--- config.mk ---
export PLATFORM = sky130hd
export DESIGN_NAME = dht11_controller
export DESIGN_NICKNAME = d
export VERILOG_FILES = /design/src/rtl/tusca_pkg.sv /design/src/rtl/us_timer.sv /design/src/rtl/dht11_controller.sv
export SDC_FILE = /design/constraint.sdc
export NUM_CORES = 1
export LEC_CHECK = 0
export CORE_AREA = 2 2 107 109
export CTS_CLUSTER_DIAMETER = 40
export CTS_CLUSTER_SIZE = 28
export DETAILED_ROUTE_END_ITERATION = 8
export DIE_AREA = 0 0 109 111
export PLACE_DENSITY = 0.79
export SETUP_SLACK_MARGIN = 0.05
export SKIP_CTS_REPAIR_TIMING = 1
export SYNTH_ARGS = -nofsm -noshare
export SYNTH_HDL_FRONTEND = slang
export SYNTH_SLANG_ARGS = --single-unit
--- constraint.sdc ---
create_clock -name clock -period 3.6 [get_ports clock]
set_input_delay 0.36 -clock clock [delete_from_list [all_inputs] [get_ports clock]]
set_output_delay 0.36 -clock clock [all_outputs]
set_load 0.01 [all_outputs]
--- src/rtl/tusca_pkg.sv ---
// Shared definitions for the DHT11 controller: state encoding, default timing
// and byte positions inside the 40-bit sensor frame (byte0 arrives first).
package tusca_pkg;

    typedef enum logic [3:0] {
        ST_IDLE      = 4'd0,
        ST_START_LOW = 4'd1,
        ST_RELEASE   = 4'd2,
        ST_RESP_LOW  = 4'd3,
        ST_RESP_HIGH = 4'd4,
        ST_BIT_LOW   = 4'd5,
        ST_BIT_HIGH  = 4'd6,
        ST_CHECK     = 4'd7,
        ST_FIM       = 4'd8,
        ST_ERRO      = 4'd9
    } state_t;

    localparam int DEF_CYCLES_PER_US   = 50;
    localparam int DEF_START_LOW_US    = 18000;
    localparam int DEF_RESP_TIMEOUT_US = 100;
    localparam int DEF_BIT_THRESH_US   = 40;

    localparam int US_CNT_W   = 15;
    localparam int FRAME_BITS = 40;

    localparam int BYTE0_LSB = 32;
    localparam int BYTE1_LSB = 24;
    localparam int BYTE2_LSB = 16;
    localparam int BYTE3_LSB = 8;
    localparam int BYTE4_LSB = 0;

    function automatic logic [7:0] frame_byte(input logic [FRAME_BITS-1:0] frame, input int lsb);
        return frame[lsb +: 8];
    endfunction

endpackage

--- src/rtl/us_timer.sv ---
// Microsecond time base: prescaler emitting tick_us every CYCLES_PER_US cycles
// and a saturating microsecond counter, both restarted by clear.
module us_timer
    import tusca_pkg::*;
#(
    parameter int CYCLES_PER_US = DEF_CYCLES_PER_US
) (
    input  logic                clock,
    input  logic                reset,
    input  logic                clear,
    output logic [US_CNT_W-1:0] us_cnt,
    output logic                tick_us
);

    localparam int PW = (CYCLES_PER_US > 1) ? $clog2(CYCLES_PER_US) : 1;
    localparam logic [PW-1:0] PRE_LAST = PW'(CYCLES_PER_US - 1);

    logic [PW-1:0]       r_pre;
    logic [US_CNT_W-1:0] r_us_cnt;
    logic                w_tick;

    // tick depends on registers only, so clear (derived from next state) cannot loop back
    assign w_tick = (r_pre == PRE_LAST);

    always_ff @(posedge clock or posedge reset) begin
        if (reset) begin
            r_pre    <= '0;
            r_us_cnt <= '0;
        end else if (clear) begin
            r_pre    <= '0;
            r_us_cnt <= '0;
        end else begin
            r_pre <= w_tick ? '0 : r_pre + PW'(1);
            if (w_tick && (r_us_cnt != '1)) begin
                r_us_cnt <= r_us_cnt + US_CNT_W'(1);
            end
        end
    end

    assign us_cnt  = r_us_cnt;
    assign tick_us = w_tick;

endmodule

--- src/rtl/dht11_controller.sv ---
// DHT11 single-wire transaction sequencer: start pulse, response handshake,
// 40-bit read and checksum, reporting through a one-cycle pronto pulse.
module dht11_controller
    import tusca_pkg::*;
#(
    parameter int CYCLES_PER_US   = DEF_CYCLES_PER_US,
    parameter int START_LOW_US    = DEF_START_LOW_US,
    parameter int RESP_TIMEOUT_US = DEF_RESP_TIMEOUT_US,
    parameter int BIT_THRESH_US   = DEF_BIT_THRESH_US
) (
    input  logic        clock,
    input  logic        reset,
    input  logic        medir,
    input  logic        dht_in,
    output logic        dht_oe,
    output logic        pronto,
    output logic        erro,
    output logic        ocupado,
    output logic [15:0] umidade,
    output logic [15:0] temperatura,
    output logic [3:0]  db_estado
);

    localparam logic [15:0] START_CNT   = 16'(START_LOW_US);
    localparam logic [15:0] TIMEOUT_CNT = 16'(RESP_TIMEOUT_US);
    localparam logic [15:0] THRESH_CNT  = 16'(BIT_THRESH_US);

    state_t                r_state, w_state_next;
    logic [1:0]            r_sync;
    logic                  r_sync_prev;
    logic [FRAME_BITS-1:0] r_shift;
    logic [5:0]            r_bit_cnt;
    logic                  r_erro;
    logic [15:0]           r_umidade, r_temperatura;

    logic                  w_line, w_fall, w_tick, w_clear, w_timeout, w_bit, w_sum_ok;
    logic [US_CNT_W-1:0]   w_us_cnt;
    logic [15:0]           w_elapsed;
    logic [7:0]            w_sum;
    logic                  w_oe, w_pronto, w_ocupado;

    always_ff @(posedge clock or posedge reset) begin
        if (reset) begin
            r_sync      <= 2'b11;
            r_sync_prev <= 1'b1;
        end else begin
            r_sync      <= {r_sync[0], dht_in};
            r_sync_prev <= r_sync[1];
        end
    end

    assign w_line = r_sync[1];
    assign w_fall = r_sync_prev & ~r_sync[1];

    assign w_clear = (w_state_next != r_state);

    us_timer #(
        .CYCLES_PER_US(CYCLES_PER_US)
    ) u_us_timer (
        .clock  (clock),
        .reset  (reset),
        .clear  (w_clear),
        .us_cnt (w_us_cnt),
        .tick_us(w_tick)
    );

    // Microseconds completed by the end of this cycle; makes phase widths exact.
    assign w_elapsed = {1'b0, w_us_cnt} + {15'd0, w_tick};
    assign w_timeout = (w_elapsed >= TIMEOUT_CNT);
    assign w_bit     = (w_elapsed >= THRESH_CNT);

    assign w_sum    = frame_byte(r_shift, BYTE0_LSB) + frame_byte(r_shift, BYTE1_LSB)
                    + frame_byte(r_shift, BYTE2_LSB) + frame_byte(r_shift, BYTE3_LSB);
    assign w_sum_ok = (w_sum == frame_byte(r_shift, BYTE4_LSB));

    always_ff @(posedge clock or posedge reset) begin
        if (reset) begin
            r_state <= ST_IDLE;
        end else begin
            r_state <= w_state_next;
        end
    end

    always_comb begin
        w_state_next = r_state;
        w_oe         = 1'b0;
        w_pronto     = 1'b0;
        w_ocupado    = 1'b1;
        case (r_state)
            ST_IDLE: begin
                w_ocupado = 1'b0;
                if (medir) w_state_next = ST_START_LOW;
            end
            ST_START_LOW: begin
                w_oe = 1'b1;
                if (w_elapsed >= START_CNT) w_state_next = ST_RELEASE;
            end
            // Falling edge, not level: the synchroniser still shows our own low pulse here.
            ST_RELEASE: begin
                if (w_fall)         w_state_next = ST_RESP_LOW;
                else if (w_timeout) w_state_next = ST_ERRO;
            end
            ST_RESP_LOW: begin
                if (w_line)         w_state_next = ST_RESP_HIGH;
                else if (w_timeout) w_state_next = ST_ERRO;
            end
            ST_RESP_HIGH: begin
                if (!w_line)        w_state_next = ST_BIT_LOW;
                else if (w_timeout) w_state_next = ST_ERRO;
            end
            ST_BIT_LOW: begin
                if (w_line)         w_state_next = ST_BIT_HIGH;
                else if (w_timeout) w_state_next = ST_ERRO;
            end
            ST_BIT_HIGH: begin
                if (w_fall)         w_state_next = (r_bit_cnt == 6'd39) ? ST_CHECK : ST_BIT_LOW;
                else if (w_timeout) w_state_next = ST_ERRO;
            end
            ST_CHECK: begin
                w_state_next = w_sum_ok ? ST_FIM : ST_ERRO;
            end
            ST_FIM, ST_ERRO: begin
                w_pronto     = 1'b1;
                w_state_next = ST_IDLE;
            end
            default: begin
                w_ocupado    = 1'b0;
                w_state_next = ST_IDLE;
            end
        endcase
    end

    always_ff @(posedge clock or posedge reset) begin
        if (reset) begin
            r_shift       <= '0;
            r_bit_cnt     <= '0;
            r_erro        <= 1'b0;
            r_umidade     <= '0;
            r_temperatura <= '0;
        end else begin
            if (r_state == ST_IDLE && medir) begin
                r_erro    <= 1'b0;
                r_bit_cnt <= '0;
            end
            if (r_state == ST_BIT_HIGH && w_fall) begin
                r_shift   <= {r_shift[FRAME_BITS-2:0], w_bit};
                r_bit_cnt <= r_bit_cnt + 6'd1;
            end
            if (r_state == ST_CHECK && w_sum_ok) begin
                r_umidade     <= {frame_byte(r_shift, BYTE0_LSB), frame_byte(r_shift, BYTE1_LSB)};
                r_temperatura <= {frame_byte(r_shift, BYTE2_LSB), frame_byte(r_shift, BYTE3_LSB)};
            end
            if (r_state == ST_ERRO) begin
                r_erro <= 1'b1;
            end
        end
    end

    assign dht_oe      = w_oe;
    assign pronto      = w_pronto;
    assign ocupado     = w_ocupado;
    assign erro        = r_erro;
    assign umidade     = r_umidade;
    assign temperatura = r_temperatura;
    assign db_estado   = r_state;

endmodule

; Word level (Yosys, flattened, before mapping)
; Index checks and enable logic that the tools add are counted.
[totals]
regBits = 107
[op_classes]
n_eq_ne = 14
n_bitwise = 2
addsub = 7
magnitude_cmp = 3
reduce_logical = 10
n_mux = 22
[op_table]
columns = operator, count
row1 = 4-bit two-way mux, 8
row2 = 4-bit one-hot mux with 8 select lines, 1
row3 = 15-bit two-way mux, 2
row4 = 8-bit adder, 3
row5 = 6-bit two-way mux, 4
row6 = 15-bit by 1-bit adder with 16-bit output, 1
row7 = 4-bit by 3-bit equality test with 1-bit output (second input constant), 4
row8 = 16-bit by 15-bit >= comparator with 1-bit output (second input constant), 1
row9 = 16-bit by 6-bit >= comparator with 1-bit output (second input constant), 1
row10 = 16-bit by 7-bit >= comparator with 1-bit output (second input constant), 1
row11 = 15-bit by 1-bit adder with 15-bit output (second input constant), 1
row12 = 15-bit != test (second input constant), 1
row13 = 6-bit by 1-bit adder with 6-bit output (second input constant), 2
row14 = 6-bit equality test (second input constant), 2
row15 = 9-bit OR reduction, 1
row16 = 4-bit by 2-bit equality test with 1-bit output (second input constant), 2
row17 = 4-bit equality test (second input constant), 2
row18 = 8-bit equality test, 1
row19 = 1-bit two-way mux, 6
row20 = 2-bit nonzero test, 3
row21 = 4-bit by 1-bit equality test with 1-bit output (second input constant), 1
row22 = 1-bit logical AND, 4
row23 = 4-bit logical NOT, 1
row24 = 4-bit != test, 1
row25 = other kinds (4), 4

; Depth between registers and ports, before layout
; Gate-level depths: netlist of the first run.
[depth]
depth_word = 8
depth_mapped = 16
ltp_nobuf = 14

; By module
; Synthesis of the first run repeated with hierarchy kept, for this count alone.
[hier_totals]
hier_cells = 606
area_unflattened_um2 = 5928.2
[by_module_without_submodules]
columns = mod, area_per_inst_um2, seq_area_each_um2, cells_each, instances
row1 = dht11_controller, 4673.2, 2155.8, 476, 1
row2 = us_timer, 1255.0, 525.5, 130, 1

; Worst setup path before layout of the first run
; OpenSTA, ideal clock, no wires.
[synth_timing]
kind = flip-flop to flip-flop
startpoint = register r_shift[9]
endpoint = register r_temperatura[0], in the netlist temperatura[0]
path_slack_ns = -0.188
stages_incl_launch_ff = 15
arrival_ns = 3.663
t_required_ns = 3.475
period_less_slack_ns = 3.788
path_cell_list = dfrtp_1 fa_1 inv_1 fa_1 inv_1 ha_1 fa_1 nand3_1 nand2_1 a31oi_1 xnor2_1 nand4_1 nor3_1 buf_2 mux2_2
[synth_via]
elab_chain_len = 3
[synth_rtl]
columns = element, line
row1 = "start, declared", dht11_controller.sv:31  ; logic [FRAME_BITS-1:0] r_shift;
row2 = "start signal, assigned", dht11_controller.sv:146  ; r_shift <= {r_shift[FRAME_BITS-2:0], w_bit};
row3 = 8-bit adder, dht11_controller.sv:73  ; + frame_byte(r_shift, BYTE2_LSB) + frame_byte(r_shift, BYTE3_LSB);
row4 = 8-bit equality test, dht11_controller.sv:74  ; assign w_sum_ok = (w_sum == frame_byte(r_shift, BYTE4_LSB));
row5 = 1-bit logical AND, dht11_controller.sv:149  ; if (r_state == ST_CHECK && w_sum_ok) begin
row6 = "end signal, assigned", dht11_controller.sv:151  ; r_temperatura <= {frame_byte(r_shift, BYTE2_LSB), frame_byte(r_shift, BYTE3_LSB)};
row7 = "end, declared", dht11_controller.sv:34  ; logic [15:0] r_umidade, r_temperatura;
; No other way between the ends.
; A chain may end at the register's enable or synchronous reset.

; Final worst setup path of the first run
[layout_timing]
startpoint = register r_shift[25]
endpoint = register r_temperatura[15], in the netlist temperatura[15]
[layout_via]
elab_chain_len = 5
[layout_rtl]
columns = element, line
row1 = 8-bit adder, dht11_controller.sv:72  ; assign w_sum = frame_byte(r_shift, BYTE0_LSB) + frame_byte(r_shift, BYTE1_LSB)
row2 = 8-bit adder (2 in a row), dht11_controller.sv:73
row3 = 8-bit equality test, dht11_controller.sv:74
row4 = 1-bit logical AND, dht11_controller.sv:149
; No other way between the ends.

==> results.cfg, run 1 <==
[placed_design]
hpwlAfterDp_mm = 7.99
numPortBuffers = 43
gp_congestion = 0.872
place_area_um2 = 6470

[finish]
syn_to_final_growth_pct = 22.7
diodes = 0
layout_commonest_cell = nand2_1
layout-drive-gt1-share_pct = 16.7
stdcell_area_um2 = 7010
nNetsFinal = 662
fill_cells = 819
final_cell_mix = 123 x nand2_1, 104 x dfrtp_1, 47 x nor2_1

[timing]
finalCriticalPeriod_ns = 3.79
fin_skew_ns = 0.0111
worst_slack_ns = -0.185
period_share_pct = 105
max_freq_mhz = 264
setup-violations-final = 53
maxSlewHeadroom_pct = 49.6
tns_ns = -7.37
hold_viol = 0
holdWs_ns = 0.359
rsz0062_at_grt = true
tightest_slew_ns = 0.756
final_max_slew_viol_count = 0

[global_routing]
grt_pass1_vias = 4142
grt.met2_usage_pct = 32.2
grt_usage_pct = 21.2
gr-total-overflow = 0
grt_max_degree = 60
grt_pass1_wl_mm = 20.3
grtUsageMet3_pct = 4.70
antenna_found_initial = 0
gr-usage-met1_pct = 29.8
busiest_layer = met2

[yosys]
yosys-mux-area-fraction_pct = 7.03
synth_seq_area_share_pct = 46.9
synth_xor_area_share_pct = 6.28
synth_compound_area_share_pct = 7.29
netlist_area_um2 = 5720
synth.top_cell.area_share_pct = 45.5
synth-seq-cells = 107
ys_types = 58
syn-instance-count = 577
synthArstFlopShare_pct = 100
synth_simple_gate_area_share_pct = 21.0
synth_edf_count = 0
synth_top_family_by_area = simple AND/OR/NAND/NOR gates
yosysWarnings = 0
ys_top_cells_by_area = dfrtp_1 46%, nand2_1 8.1%, mux2_2 6.5%, fa_1 4.9%, xnor2_1 4.9%
yosys_most_used_dff = dfrtp_1
synth.largest_area_cell = dfrtp_1
synthesis.nets = 609
synthAdderAreaFrac_pct = 7.97
avgSynthCellArea_um2 = 9.91

[setup_path]
path_cells = fa_1, inv_1, fa_1, inv_2, ha_4, fa_2, nand3_2, nand2_2, a31oi_2, xnor2_1, nand4_1, nor3_4, buf_12, buf_6, mux2_2
startpoint_type = flop
timing.reg2reg.setup_slack_ns = -0.19
crit_fanout = 6
cpLargestDelayFamily = adder cells
worstPathArrival_ns = 4.02
path_class = reg2reg
crit_buf_inv = 4
crit_required_ns = 3.84
critPathMaxStageDelay_ns = 0.55
slowest_stage = fa_1
cp-end-kind = flop
crit_top_cell = fa_1

[pwr]
total_power_mw = 2.23
peakVddDrop_uv = 224
p_per_area_nw_per_um2 = 319
leakagePower_nw = 3.27

[floorplanning]
core_area_um2 = 11100
chipWidth_um = 109
start_util_pct = 51.6
die-area_um2 = 12100
ios = 44
std_cell_rows = 39
die_y_um = 111

[detailed_routing]
ant_nets = 0
dr.pass1.iters = 5
dr.first_iter.drc_count = 166
drc = 0
vias_per_cell = 5.53
vias = 4304
routedWlPerCell_um = 16.3
drt_wl_total_mm = 12.7

[clocking]
htreeDepth = 3
cts_tree = yes
root_buffer = clkbuf_16
cts_max_path_buffers = 2
clk_pin_slew_ns = 0.08
cts_made_buffers = 9
clock-sinks = 107
insertion_delay_ns = 0.36

[worst_hold_path]
hold_class = reg2reg

[flow_run]
max-cap-violations = 0

[outcome]
violations = setup timing
outcome = finished, violations left
path summary, 6_finish.rpt:
path | start | to | cells after the start
max in group asynchronous | reset | r_sync_prev | 3
max reg2reg | r_shift[25] | temperatura[15] | 15
max | r_shift[25] | temperatura[15] | 15
min in group asynchronous | reset | r_shift[30] | 2
min | r_sync[0] | r_sync[1] | 0
min reg2reg | r_sync[0] | r_sync[1] | 0
metrics by stage:
step	instances	utilization (%)	worst slack, ns
CTS	773	61.1	-0.242
global placement	757	58.4	-0.0748
floorplan	577	-	-0.00443
global route	778	63.3	-0.316
detailed placement	757	58.4	-0.168
finish	778	63.3	-0.185
cell families after synthesis:
kind of cell / count (synthesis)
and+or+nand+nor: 251
DFF: 107
AOI/OAI and AO/OA: 66
muxes: 36
buffers and inverters: 48
xor gates and xnor gates: 41
adders and majority gates: 28
worst register-to-register path: stages, from the launching register on:
cell and delay, ns:
dfrtp_1 0.41, fa_1 0.55, inv_1 0.05, fa_1 0.49, inv_2 0.05, ha_4 0.16
fa_2 0.40, nand3_2 0.10, nand2_2 0.09, a31oi_2 0.17, xnor2_1 0.14, nand4_1 0.19
nor3_4 0.21, buf_12 0.18, buf_6 0.14, mux2_2 0.34
final cells by class:
class	count	area [um^2]	share of cell area (%)
clock buffer	9	225	3.21
inverter	21	81.3	1.16
tap	143	179	2.55
sequential	107	2680	38.2
multi-input combinational	422	3040	43.3
timing repair buffer	69	729	10.4
clock inverter	7	80.1	1.14
cells in the mapped netlist (all sizes together), types with 4 or more instances:
cell type,count
nand2,125
fa,14
clkbuf,15
o21ai,28
xor2,9
mux2,33
a31oi,4
xnor2,32
ha,14
buf,12
a21oi,11
nand3,19
nor4,5
inv,21
and3,5
nand4,14
nor3,15
nor2,47
or3,4
dfrtp,104
state kept, by name (all words and copies together) (netlist names):
signal,cells
r_sync,2
r_shift,40
umidade,16
u_us_timer.us_cnt,15
u_us_timer.r_pre,6
erro,1
temperatura,16
r_sync_prev,1
db_estado,4
r_bit_cnt,6
power by group:
group | leakage (nW) | internal (mW) | switching, mW | total [mW]
Clock | 0.146 | 0.495 | 0.500 | 0.995
Combinational | 1.69 | 0.00673 | 0.0271 | 0.0338
Sequential | 1.44 | 1.20 | 0.00200 | 1.21
layer usage:
| layer | share of wire (%) | wire length (um) | up-vias |
|---|---|---|---|
| met1 | 45 | 5700 | 2117 |
| li1 | - | - | 2055 |
| met4 | 1.8 | 229 | 0 |
| met5 | 0 | 0 | - |
| met2 | 49 | 6240 | 111 |
| met3 | 4.2 | 533 | 21 |
Power figures use the tool's default switching activity.
==> run 2: changes to the inputs <==
--- a/config.mk
+++ b/config.mk
@@ -13,6 +13,7 @@
 export PLACE_DENSITY = 0.79
 export SETUP_SLACK_MARGIN = 0.05
 export SKIP_CTS_REPAIR_TIMING = 1
+export SKIP_LAST_GASP = 1
 export SYNTH_ARGS = -nofsm -noshare
 export SYNTH_HDL_FRONTEND = slang
 export SYNTH_SLANG_ARGS = --single-unit
==> run 2 against run 1 <==
  * Total power barely moved
  * Global-route usage did not move
  * Final area down 0.21%
  * Sequential share of layout area grew 0.082 points
  * Utilization shrank 0.14 points
  * Combinational power about the same
  * Clock power about the same
  * Critical path depth is 1 lower
  * The flow still finishes with violations (setup timing)
  * Worst hold slack hardly changed
  * Clock skew about the same
  * Largest cell class unchanged
  * Flip-flop and latch count stayed put
  * Final cell count stayed put
  * Critical endpoint unchanged
==> results.cfg, run 2 (synthesis results as in run 1) <==
[outcome]
outcome = finished, violations left
violations = setup timing

[detailed_routing]
drt_wl_total_mm = 12.6
dr.pass1.iters = 5
dr.first_iter.drc_count = 197
vias = 4328
drc = 0
vias_per_cell = 5.56
routedWlPerCell_um = 16.2
ant_nets = 0

[finish]
largest_reg_flops = 40
regMostFlops = r_shift
nNetsFinal = 662
stdcell_area_um2 = 7000
diodes = 0
final_core_util_pct = 63.2
final_cell_mix = 123 x nand2_1, 104 x dfrtp_1, 47 x nor2_1
layout_commonest_cell = nand2_1
layout-drive-gt1-share_pct = 16.7
syn_to_final_growth_pct = 22.4

[placed_design]
hpwlAfterDp_mm = 7.99
place_area_um2 = 6470
numPortBuffers = 43
gp_congestion = 0.872

[timing]
tightest_slew_ns = 0.754
period_share_pct = 105
worst_slack_ns = -0.188
final_max_slew_viol_count = 0
maxSlewHeadroom_pct = 49.7
fin_skew_ns = 0.0107
holdWs_ns = 0.359
max_freq_mhz = 264
setup-violations-final = 53
rsz0062_at_grt = true
finalCriticalPeriod_ns = 3.79
hold_viol = 0

[clocking]
htreeDepth = 3
cts_tree = yes
insertion_delay_ns = 0.36
clock-sinks = 107
root_buffer = clkbuf_16
clk_pin_slew_ns = 0.08
cts_max_path_buffers = 2
cts_made_buffers = 9

[setup_path]
path_class = reg2reg
worstPathArrival_ns = 4.03
crit_fanout = 6
cp-end-kind = flop
startpoint_type = flop
crit_required_ns = 3.84

[global_routing]
grt_pass1_vias = 4142
gr-total-overflow = 0
antenna_found_initial = 0
grt_max_degree = 60
grt_usage_pct = 21.2
grt_pass1_wl_mm = 20.3

[floorplanning]
chipWidth_um = 109
die_y_um = 111
core_area_um2 = 11100
ios = 44
die-area_um2 = 12100
std_cell_rows = 39
start_util_pct = 51.6

[flow_run]
max-cap-violations = 0

[pwr]
total_power_mw = 2.23
p_per_area_nw_per_um2 = 319
peakVddDrop_uv = 223
leakagePower_nw = 3.27

[worst_hold_path]
hold_class = reg2reg
-- run 2: worst max-delay path, cell delays in order, from the launching register on --
cell     delay [ns]
dfrtp_1        0.41
fa_1           0.55
inv_1          0.05
fa_1           0.49
inv_2          0.05
ha_4           0.16
fa_2           0.40
xnor2_2        0.17
xnor2_1        0.16
nor3_2         0.19
nand4_1        0.18
nor3_4         0.21
buf_12         0.17
buf_6          0.14
mux2_2         0.34
-- run 2: stage by stage --
| stage | setup slack [ns] | setup TNS [ns] | std cells |
|---|---|---|---|
| floorplan | -0.00443 | -0.102 | 577 |
| global placement | -0.0748 | -2.55 | 757 |
| detailed placement | -0.168 | -6.85 | 757 |
| CTS | -0.242 | -10.39 | 773 |
| global route | -0.316 | -14.35 | 778 |
| finish | -0.188 | -7.52 | 778 |
-- run 2: report_power, final --
group / internal, mW / switching, mW / total [mW]
logic: 0.00673 / 0.0271 / 0.0338
registers: 1.20 / 0.00202 / 1.21
clock network: 0.495 / 0.499 / 0.994
total: 1.71 / 0.528 / 2.23
-- run 2: path summary, 6_finish.rpt --
check                             from               to  slack [ns]  cells past startpoint
setup / recovery           r_shift[25]  temperatura[15]       -0.19                     14
hold / removal               r_sync[0]        r_sync[1]        0.36                      0
setup reg to reg           r_shift[25]  temperatura[15]       -0.19                     14
hold reg to reg              r_sync[0]        r_sync[1]        0.36                      0
max in group asynchronous        reset      r_sync_prev        2.32                      3
min in group asynchronous        reset      r_shift[30]        0.48                      2
-- run 2: area by class of cell --
cell class	count	area, um^2
Clock inverter	7	80.1
Tap cell	143	179
Timing Repair Buffer	69	729
Multi-Input combinational cell	422	3020
Inverter	21	81.3
Sequential cell	107	2680
Fill cell	818	4080
Clock buffer	9	225
-- run 2: metal layers --
metal / part of all wire [%] / track usage, % / up-vias
li1: - / - / 2055
met2: 49 / 32.2 / 105
met5: 0 / 0 / -
met3: 4.1 / 4.70 / 23
met4: 2.0 / 8.03 / 0
met1: 45 / 29.8 / 2145
==> run 3: changes to the inputs <==
--- a/config.mk
+++ b/config.mk
@@ -13,7 +13,6 @@
 export PLACE_DENSITY = 0.79
 export SETUP_SLACK_MARGIN = 0.05
 export SKIP_CTS_REPAIR_TIMING = 1
-export SKIP_LAST_GASP = 1
 export SYNTH_ARGS = -nofsm -noshare
 export SYNTH_HDL_FRONTEND = slang
 export SYNTH_SLANG_ARGS = --single-unit
==> results of run 3 <==
The final DEF is identical to that of run 1; final timing and power are the same.
